File: src/rtl/phase_accumulator_nco.sv
// Tick-driven phase accumulator NCO with a double-buffered frequency control word.
// A new FCW is applied only at a phase wrap, while stopped, or on sync_clr, so the output never glitches mid-period.
module phase_accumulator_nco #(
    parameter int               ACC_W       = 16,
    parameter int               PH_W        = 8,
    parameter logic [ACC_W-1:0] FCW_DEFAULT = 16'd256,
    parameter int               WCNT_W      = 8
) (
    input  logic              clk,
    input  logic              rst,
    input  logic              tick,
    input  logic              sync_clr,
    input  logic [ACC_W-1:0]  fcw_in,
    input  logic              fcw_valid,
    output logic              fcw_ready,
    output logic [PH_W-1:0]   phase,
    output logic              sq_out,
    output logic              wrap,
    output logic [WCNT_W-1:0] wrap_count,
    output logic [ACC_W-1:0]  fcw_active
);

    // Unsigned modulo add; the extra MSB carries the wrap indication.
    function automatic logic [ACC_W:0] add_wrap(input logic [ACC_W-1:0] a,
                                                input logic [ACC_W-1:0] b);
        return {1'b0, a} + {1'b0, b};
    endfunction

    logic [ACC_W-1:0] acc;
    logic [ACC_W:0]   sum;
    logic             carry;
    logic             stopped;
    logic [ACC_W-1:0] pend_fcw;
    logic             pend_valid;
    logic             apply;
    logic             capture;

    assign sum       = add_wrap(acc, fcw_active);
    assign carry     = sum[ACC_W];
    assign stopped   = (fcw_active == '0);
    assign fcw_ready = ~pend_valid;
    assign capture   = fcw_valid & ~pend_valid;
    // A stopped oscillator never wraps, so any tick must be allowed to release the pending word.
    assign apply     = pend_valid & (sync_clr | (tick & (carry | stopped)));

    assign phase  = acc[ACC_W-1 -: PH_W];
    assign sq_out = acc[ACC_W-1];

    always_ff @(posedge clk or posedge rst) begin
        if (rst) begin
            acc        <= '0;
            wrap       <= 1'b0;
            wrap_count <= '0;
        end else if (sync_clr) begin
            acc  <= '0;
            wrap <= 1'b0;
        end else if (tick) begin
            acc  <= sum[ACC_W-1:0];
            wrap <= carry;
            if (carry) begin
                wrap_count <= wrap_count + {{(WCNT_W-1){1'b0}}, 1'b1};
            end
        end else begin
            wrap <= 1'b0;
        end
    end

    // Apply and capture are mutually exclusive because ready is low while pending is full.
    always_ff @(posedge clk or posedge rst) begin
        if (rst) begin
            fcw_active <= FCW_DEFAULT;
            pend_fcw   <= '0;
            pend_valid <= 1'b0;
        end else if (apply) begin
            fcw_active <= pend_fcw;
            pend_valid <= 1'b0;
        end else if (capture) begin
            pend_fcw   <= fcw_in;
            pend_valid <= 1'b1;
        end
    end

endmodule

File: config.mk
export PLATFORM = sky130hd
export DESIGN_NAME = phase_accumulator_nco
export DESIGN_NICKNAME = d
export VERILOG_FILES = /design/src/rtl/phase_accumulator_nco.sv
export SDC_FILE = /design/constraint.sdc
export NUM_CORES = 1
export LEC_CHECK = 0
export BUFFER_PORTS_ARGS = -buffer_cell sky130_fd_sc_hd__buf_2
export CORE_MARGIN = 2
export CORE_UTILIZATION = 51
export DETAILED_ROUTE_END_ITERATION = 16
export GPL_TIMING_DRIVEN = 1
export PLACE_DENSITY = 0.72
export SETUP_SLACK_MARGIN = 0.15
export SYNTH_ARGS = -nofsm -noshare
export SYNTH_HDL_FRONTEND = slang
export SYNTH_SLANG_ARGS = --single-unit
File: constraint.sdc
create_clock -name clk -period 2.7 [get_ports clk]
set_input_delay 0.27 -clock clk [delete_from_list [all_inputs] [get_ports clk]]
set_output_delay 0.27 -clock clk [all_outputs]
set_load 0.02 [all_outputs]
# [Word level (Yosys, flattened, before mapping)]
# Cells that the tools add are included.
[totals] ff_bits=58 latch_bits=0 mem_bits_rw=0 romBits=0 in_bits=21 elab_cells=27 n_memories=0
[classes] addsub=2 multipliers=0 n_div=0 magnitude_cmp=0 n_eq_ne=0 n_shift=0 mux=6 n_bitwise=8 n_reduce_logical=5
[ops] operator="16-bit two-way mux" n=2
[ops] operator="16-bit by 16-bit adder with 17-bit output" n=1
[ops] operator="16-bit zero test" n=1
[ops] operator="8-bit by 1-bit adder with 8-bit output, second input constant" n=1
[ops] operator="1-bit two-way mux" n=4
[ops] operator="2-bit nonzero test" n=2
[ops] operator="1-bit AND" n=3
[ops] operator="1-bit inverter" n=3
[ops] operator="3-bit AND reduction" n=1
[ops] operator="1-bit OR" n=2
[ops] operator="2-bit AND reduction" n=1

# [Depth between registers and ports, before layout]
# Gate-level depths: netlist (run 1).
[logic_depth] depth_word=7 mapped_depth=10 mapped_depth_nobuf=8

# [Worst setup path before layout (run 1)]
# Ideal clock, no wire load.
[synth_timing] path_kind="reg2reg" from="register fcw_active[0]" to="register fcw_active[0]" arrival_ps=2588 t_required_ps=2575 path_slack_ps=-13 path_stages_with_launch=11 n_path_buf=2 synth_period_minus_slack_ps=2713 cell_sequence="dfrtp_1 ha_1 fa_1 a211oi_1 o21ai_1 o211ai_2 a21boi_4 o221a_1 buf_6 buf_12 mux2_4"
[synth_between] elab_chain_len=5
[synth_rtl] item="from (decl)" line="20" source="output logic [ACC_W-1:0] fcw_active"
[synth_rtl] item="from (signal assigned)" line="75" source="fcw_active <= pend_fcw;"
[synth_rtl] item="16-bit by 16-bit adder with 17-bit output / 16-bit zero test (equally long branches)" line="26, 40"
[synth_rtl] item="1-bit OR *" line="44" source="assign apply = pend_valid & (sync_clr | (tick & (carry | stopped)));"
[synth_rtl] item="1-bit AND *" line="44"
[synth_rtl] item="1-bit OR *" line="44"
[synth_rtl] item="1-bit AND *" line="44"
# Mark *: on every way between the ends. The rest lies on a longest branch, timed or not.
# A chain may end at the register's enable or synchronous reset.

# [Worst setup path in the final report (run 1)]
[layout_timing] from="register fcw_active[0]" to="register fcw_active[3]"
# Same word-level chain as after synthesis.

==> impl_metrics.sql, run 1 <==
INSERT INTO impl_metrics (metric_group, metric, value, unit) VALUES
('power', 'power.static_leakage', '0.00190', 'µW'),
('synth', 'synthFlopType', 'dfrtp_1', ''),
('placement', 'port-buffer-count', '55', ''),
('timing', 'timing.final.crit_period', '2.46', 'ns'),
('timing', 'final.setup.worst_slack', '0.236', 'ns'),
('synth', 'netlist_top_cells_area', 'dfrtp_1 (44%), mux2_2 (8.3%), ha_1 (6.5%)', ''),
('placement', 'dp.final_hpwl', '5100', 'µm'),
('synth', 'async_flop_share', '100', '%'),
('global_route', 'grt_antenna_before_repair', '0', ''),
('global_route', 'grt_first_pass_wirelength', '11700', 'µm'),
('critical_path', 'r2r_start', 'fcw_active[0]$_DFFE_PP0P_', ''),
('cells_and_area', 'register_cell_area_after_layout', '1450', 'µm²'),
('timing', 'hold_ws', '0.137', 'ns'),
('critical_path', 'criticalPathCategory', 'reg -> reg', ''),
('critical_path', 'timing.critical_path.cells', 'ha_4 > fa_2 > a211oi_4 > o21ai_2 > o211ai_2 > a21boi_4 > o221a_4 > buf_12 > mux2_4', ''),
('synth', 'ys_ff_latch', '58', ''),
('critical_path', 'timing.critical_path.to_type', 'flop', ''),
('global_route', 'grt_util_met1', '31.5', '%'),
('cells_and_area', 'final-instance-count-excl-fill', '419', ''),
('critical_path', 'cpLargestDelayFamily', 'compound AO/OA/AOI/OAI gates', ''),
('timing', 'achievable-frequency', '0.406', 'GHz'),
('floorplanning', 'dieArea', '7050', 'µm²'),
('placement', 'placement.setup.worst_slack', '0.154', 'ns'),
('cells_and_area', 'n_antenna_cell', '0', ''),
('clock_network', 'cts_tree', 'built', ''),
('synth', 'ys_top_cells_by_count', 'dfrtp_1 (57), mux2_2 (24), ha_1 (17), nor2_1 (17), xnor2_1 (14)', ''),
('critical_path', 'cp.buffers_inverters', '1', ''),
('synth', 'edff_count_synth', '0', ''),
('critical_path', 'worst_setup_path_start_kind', 'flop', ''),
('critical_path', 'r2r-end', 'fcw_active[3]$_DFFE_PP0P_', ''),
('power', 'power_density', '1370', 'nW/µm²'),
('synth', 'synth.distinct_cells', '56', ''),
('synth', 'netlist.area_leader.share', '43.7', '%'),
('placement', 'dp.cells', '397', ''),
('floorplanning', 'floorplan.io_pins', '56', ''),
('synth', 'netlist.top_cell.by_area', 'dfrtp_1', ''),
('critical_path', 'worst-endpoint-arrival', '2.68', 'ns'),
('global_route', 'busiest_layer', 'met1', ''),
('cells_and_area', 'layout.filler_cells', '504', ''),
('placement', 'routabilityCongestion', '0.885', ''),
('route', 'postRouteWirelength', '7250', 'µm'),
('cells_and_area', 'multi_input_area', '1750', 'µm²'),
('job', 'max-cap-violations', '0', ''),
('timing', 'final_hold_viol_count', '0', ''),
('power', 'design_power_total', '5380', 'µW'),
('route', 'postRouteAntennaNets', '0', ''),
('global_route', 'global_route.usage.total', '21.1', '%'),
('route', 'drtIter0Drc', '172', ''),
('route', 'vias_per_cell', '5.66', ''),
('route', 'via_count', '2371', ''),
('global_route', 'grt_pass1_vias', '2310', ''),
('timing', 'finalSetupTns', '0', 'ns'),
('global_route', 'global_route.usage.met2', '30.8', '%'),
('synth', 'syn-instance-count', '276', ''),
('outcome', 'run_status', 'finished, final reports clean', ''),
('critical_path', 'critical_path.max_fanout', '9', ''),
('power', 'vdd_ir_drop_max', '0.803', 'mV'),
('cells_and_area', 'fin_nets', '376', ''),
('global_route', 'grt_overflow_total', '0', ''),
('synth', 'yosysSeqAreaShare', '44.5', '%'),
('global_route', 'pin_count_of_the_biggest_net_entering_global_routing', '45', ''),
('clock_network', 'htreeDepth', '3', ''),
('worst_hold_path', 'hold_path_class', 'in -> async', ''),
('timing', 'rsz_0062_raised_after_global_routing', 'true', ''),
('critical_path', 'r2r_setup_slack', '0.24', 'ns'),
('route', 'detail_route.wl_per_cell', '17.3', 'µm'),
('synth', 'synth_most_common_cell', 'dfrtp_1', ''),
('clock_network', 'cts.reportedPaths.clkPinSlew', '0.06', 'ns'),
('synth', 'postSynthNetCount', '315', ''),
('floorplanning', 'area_of_the_core_region', '6280', 'µm²'),
('global_route', 'grt_util_met3', '4.95', '%');
report_power, final:
| group | leakage (µW) | switching, µW | internal, µW | total (µW) |
|---|---|---|---|---|
| clock | 0.0000958 | 344 | 420 | 764 |
| sequential | 0.000719 | 363 | 1260 | 1620 |
| combinational | 0.00108 | 1520 | 1470 | 2990 |
| total | 0.00190 | 2230 | 3150 | 5380 |
final cells by class:
class / count / share of cell area, %
Multi-Input combinational cell: 194 / 44.7
Sequential cell: 58 / 37.0
Timing Repair Buffer: 71 / 10.8
Clock buffer: 10 / 3.25
Tap cell: 77 / 2.45
Clock inverter: 6 / 1.47
Inverter: 3 / 0.287
placed cells by master (no fill, tap or decap), drive strengths merged, types with 4 or more instances in the layout:
master and n:
xnor2 14, a22o 4, dfrtp 57, clkbuf 11, mux2 33, nor2 17, nand2 9, a21oi 9
nand3 4, a211oi 4, clkinv 4, o21ai 5, ha 17, mux2i 7, a21o 8, buf 70
o211ai 8, nand4 4, nor4 4, and3 8
per-layer routing:
metal  wire (µm)  share of wire (%)
met1        3530                 49
met2        3360                 46
met3         262                3.6
met4          88                1.2
met5           0                  0
per-stage QoR:
stage	utilization [%]	cell area, µm²
2_1_floorplan	-	3280
3_3_place_gp	57.5	3610
3_5_place_dp	57.5	3610
4_1_cts	60.4	3790
5_1_grt	62.5	3930
6_report	62.5	3930
logic make-up (layout without fill, tap and decap cells):
| logic type | Yosys count | count (layout) | share of synthesized area, % |
|---|---|---|---|
| AOI/OAI and AO/OA | 61 | 61 | 15.1 |
| xor gates and xnor gates | 16 | 16 | 4.30 |
| adders and majority gates | 18 | 18 | 7.13 |
| buffers and inverters | 24 | 90 | 4.45 |
| DFF | 58 | 58 | 44.5 |
| muxes | 40 | 40 | 14.6 |
| and+or+nand+nor | 59 | 59 | 9.93 |
state kept, by name (all words and copies together) (netlist names):
signal and count:
wrap_count 8, acc 16, wrap 1, pend_valid 1, pend_fcw 16, fcw_active 16
worst register-to-register path: stages (launching register included):
cell,delay [ns]
dfrtp_2,0.43
ha_4,0.17
fa_2,0.38
a211oi_4,0.24
o21ai_2,0.11
o211ai_2,0.21
a21boi_4,0.11
o221a_4,0.26
buf_12,0.15
mux2_4,0.29
worst max-delay path by stage:
stage	from	to	cells after the start
after CTS	fcw_active[0]$_DFFE_PP0P_	fcw_active[2]$_DFFE_PP0P_	9
after floorplan	fcw_active[0]$_DFFE_PP0P_	fcw_active[0]$_DFFE_PP0P_	10
after global placement	fcw_active[0]$_DFFE_PP0P_	fcw_active[0]$_DFFE_PP0P_	9
final	fcw_active[0]$_DFFE_PP0P_	fcw_active[3]$_DFFE_PP0P_	9
after global routing	fcw_active[0]$_DFFE_PP0P_	fcw_active[3]$_DFFE_PP0P_	9
after detailed placement	fcw_active[0]$_DFFE_PP0P_	fcw_active[3]$_DFFE_PP0P_	9
what timing repair did:
| item | 4_1_cts | 5_1_grt |
|---|---|---|
| pin swaps | 1 | 5 |
| cloned | 0 | 1 |
| setup endpoints to repair | 4 | 17 |
| gates resized for setup | 0 | 14 |
| hold buffers | 0 | 0 |
| setup buffers | 0 | 5 |
No activity file was read; power rests on OpenSTA's default activity.
==> inputs of run 2 (changes only) <==
- CORE_UTILIZATION: 51 -> 61
- PLACE_DENSITY: 0.72 -> 0.82
- SLEW_MARGIN: unset -> 15
- clock period: 2.7 -> 2.94 ns (I/O delays scaled with it)
==> run 2 against run 1 <==
Net effect:
- via count is 2.1% lower
- global-route usage is 3.4 points higher
- count of clock-buffer cells in the layout is 2 higher
- non-clock buffer count is 8 lower
- first-iteration DRC count is 5.8% higher
- largest power group unchanged
- critical path type unchanged
- critical endpoint is now fcw_active[4]$_DFFE_PP0P_
==> impl_metrics.sql, run 2 (synthesized netlist as in run 1, its figures left out) <==
INSERT INTO impl_metrics (metric_group, metric, value, unit) VALUES
('cells_and_area', 'layout-drive-gt1-share', '36.8', '%'),
('placement', 'routabilityCongestion', '0.889', ''),
('floorplanning', 'fp.dieW', '77.1', 'µm'),
('timing', 'timing.final.crit_period', '2.61', 'ns'),
('timing', 'clk_skew', '0.00827', 'ns'),
('floorplanning', 'core.rowCount', '26', ''),
('clock_network', 'cts_inserted_buffers', '9', ''),
('critical_path', 'cpLargestDelayFamily', 'compound AO/OA/AOI/OAI gates', ''),
('timing', 'finalCritPeriodShare', '88.9', '%'),
('timing', 'rsz_0062_raised_after_global_routing', 'false', ''),
('route', 'detail_route.wl_per_cell', '16.5', 'µm'),
('cells_and_area', 'fin_nets', '368', ''),
('placement', 'port-buffer-count', '55', ''),
('power', 'vdd_ir_drop_max', '0.758', 'mV'),
('critical_path', 'worst-endpoint-arrival', '2.84', 'ns'),
('timing', 'slew_headroom', '58.1', '%'),
('cells_and_area', 'n_antenna_cell', '0', ''),
('outcome', 'run_status', 'finished, final reports clean', ''),
('critical_path', 'timing.critical_path.cells', 'ha_1 > fa_2 > a211oi_2 > o21ai_1 > o211ai_2 > a21boi_4 > o221a_1 > buf_4 > mux2_4', ''),
('clock_network', 'holdBufCountCts', '0', ''),
('clock_network', 'cts.path.max_buffers', '2', ''),
('timing', 'achievable-frequency', '0.382', 'GHz'),
('route', 'remaining_drc_errors', '0', ''),
('route', 'via_count', '2322', ''),
('clock_network', 'htreeDepth', '3', ''),
('clock_network', 'cts_num_sinks', '58', ''),
('placement', 'dp.cells', '388', ''),
('floorplanning', 'dieArea', '5950', 'µm²'),
('placement', 'dp.final_hpwl', '4910', 'µm'),
('clock_network', 'cts_resized', '0', ''),
('critical_path', 'criticalPathCategory', 'reg -> reg', ''),
('cells_and_area', 'final_cell_mix', 'dfrtp_1 (57), buf_2 (55), mux2_2 (24)', ''),
('critical_path', 'timing.critical_path.to_type', 'flop', ''),
('route', 'drtPass1Iterations', '4', ''),
('critical_path', 'slowest_stage', 'dfrtp_1', ''),
('route', 'drtIter0Drc', '182', ''),
('global_route', 'grt_first_pass_wirelength', '11300', 'µm'),
('cells_and_area', 'post-route-util', '73.1', '%'),
('global_route', 'grt_overflow_total', '0', ''),
('global_route', 'grt_antenna_before_repair', '0', ''),
('timing', 'finalSetupViolations', '0', ''),
('cells_and_area', 'final-instance-count-excl-fill', '404', ''),
('route', 'postRouteAntennaNets', '0', ''),
('clock_network', 'cts.reportedPaths.clkPinSlew', '0.06', 'ns'),
('worst_hold_path', 'hold_path_class', 'in -> async', ''),
('floorplanning', 'area_of_the_core_region', '5140', 'µm²'),
('floorplanning', 'initial_core_util', '63.5', '%'),
('cells_and_area', 'most_common_cell_after_layout_fill_and_taps_aside', 'dfrtp_1', ''),
('critical_path', 'cpPeakStageDelay', '0.41', 'ns'),
('route', 'vias_per_cell', '5.75', ''),
('job', 'max-cap-violations', '0', ''),
('cells_and_area', 'layout.filler_cells', '380', ''),
('timing', 'worst_slew_pin_slew', '0.627', 'ns'),
('timing', 'final_hold_viol_count', '0', ''),
('power', 'power.static_leakage', '0.00185', 'µW'),
('clock_network', 'clock_latency_of_the_later_clocked_register_in_the_worst_skew_pair', '0.34', 'ns'),
('critical_path', 'critical_path.max_fanout', '17', ''),
('placement', 'postPlaceCellArea', '3550', 'µm²'),
('floorplanning', 'die_h', '77.1', 'µm'),
('clock_network', 'cts_tree', 'built', ''),
('cells_and_area', 'design_area', '3750', 'µm²'),
('timing', 'timing.final.max_slew_violations', '0', ''),
('critical_path', 'cp.buffers_inverters', '1', ''),
('cells_and_area', 'area.growth.synth_to_final', '15.1', '%'),
('clock_network', 'cts.repair_timing.setup_buffer_count', '0', ''),
('cells_and_area', 'reg.largest.list', 'acc x16, fcw_active x16, pend_fcw x16', ''),
('global_route', 'grt_pass1_vias', '2287', ''),
('critical_path', 'critical_path_required', '3.16', 'ns'),
('global_route', 'pin_count_of_the_biggest_net_entering_global_routing', '33', ''),
('route', 'postRouteWirelength', '6680', 'µm'),
('critical_path', 'worst_setup_path_start_kind', 'flop', ''),
('timing', 'finalSetupTns', '0', 'ns'),
('floorplanning', 'floorplan.io_pins', '56', ''),
('power', 'power_density', '1250', 'nW/µm²'),
('global_route', 'global_route.usage.total', '24.5', '%'),
('clock_network', 'cts-root-buf', 'clkbuf_8', '');
[run 2: changes by cell type in the layout (fill, tap and decap cells not counted), moves of 2 or more]
cell      delta
ha_4         -3
clkinv_2     -3
ha_2         -3
a21o_1       +2
buf_4        -6
a21o_4       -2
ha_1         +6
[run 2: final timing paths]
| path | cells past startpoint | endpoint | start | slack (ns) |
|---|---|---|---|---|
| hold / removal | 2 | pend_fcw[4]$_DFFE_PP0P_ | rst | 0.003 |
| setup / recovery | 9 | fcw_active[4]$_DFFE_PP0P_ | fcw_active[0]$_DFFE_PP0P_ | 0.33 |
| hold reg to reg | 1 | wrap_count[7]$_DFFE_PP0P_ | wrap_count[7]$_DFFE_PP0P_ | 0.47 |
| min in group clk | 3 | pend_valid$_DFFE_PP0P_ | fcw_valid | 0.18 |
| max in group asynchronous | 3 | fcw_active[8]$_DFFE_PP1P_ | rst | 2.10 |
| setup reg to reg | 9 | fcw_active[4]$_DFFE_PP0P_ | fcw_active[0]$_DFFE_PP0P_ | 0.33 |
[run 2: metrics by stage]
stage / total power (µW) / worst slack [ns] / hold WS (ns)
2_1_floorplan: 3390 / 0.227 / 0.419
4_1_cts: 4670 / 0.209 / 0.0112
5_1_grt: 5000 / 0.193 / 0.0399
3_5_place_dp: 3930 / 0.217 / 0.372
3_3_place_gp: 3840 / 0.268 / 0.366
6_report: 4680 / 0.326 / 0.00277
[run 2: metal layers]
layer	GRT usage [%]	share of wire (%)	vias up
met5	0	0	-
met4	11.1	1.5	0
met3	4.94	4.4	8
met2	35.7	46	57
met1	35.3	48	1124
li1	-	-	1133
[run 2: layout make-up]
cell class	instances	area [µm²]	area share, %
clock buffers	12	145	3.87
multi-input cells	194	1670	44.5
flip-flops and latches	58	1450	38.7
clock inverters	4	51.3	1.37
well taps	70	87.6	2.33
repair buffers	63	335	8.93
inverters	3	11.3	0.300
[run 2: power breakdown]
| group | internal (µW) | total (µW) | leakage (µW) | switching, µW |
|---|---|---|---|---|
| sequential | 1160 | 1490 | 0.000720 | 332 |
| clock | 415 | 720 | 0.0000966 | 305 |
| combinational | 1160 | 2470 | 0.00103 | 1300 |
| total | 2740 | 4680 | 0.00185 | 1940 |
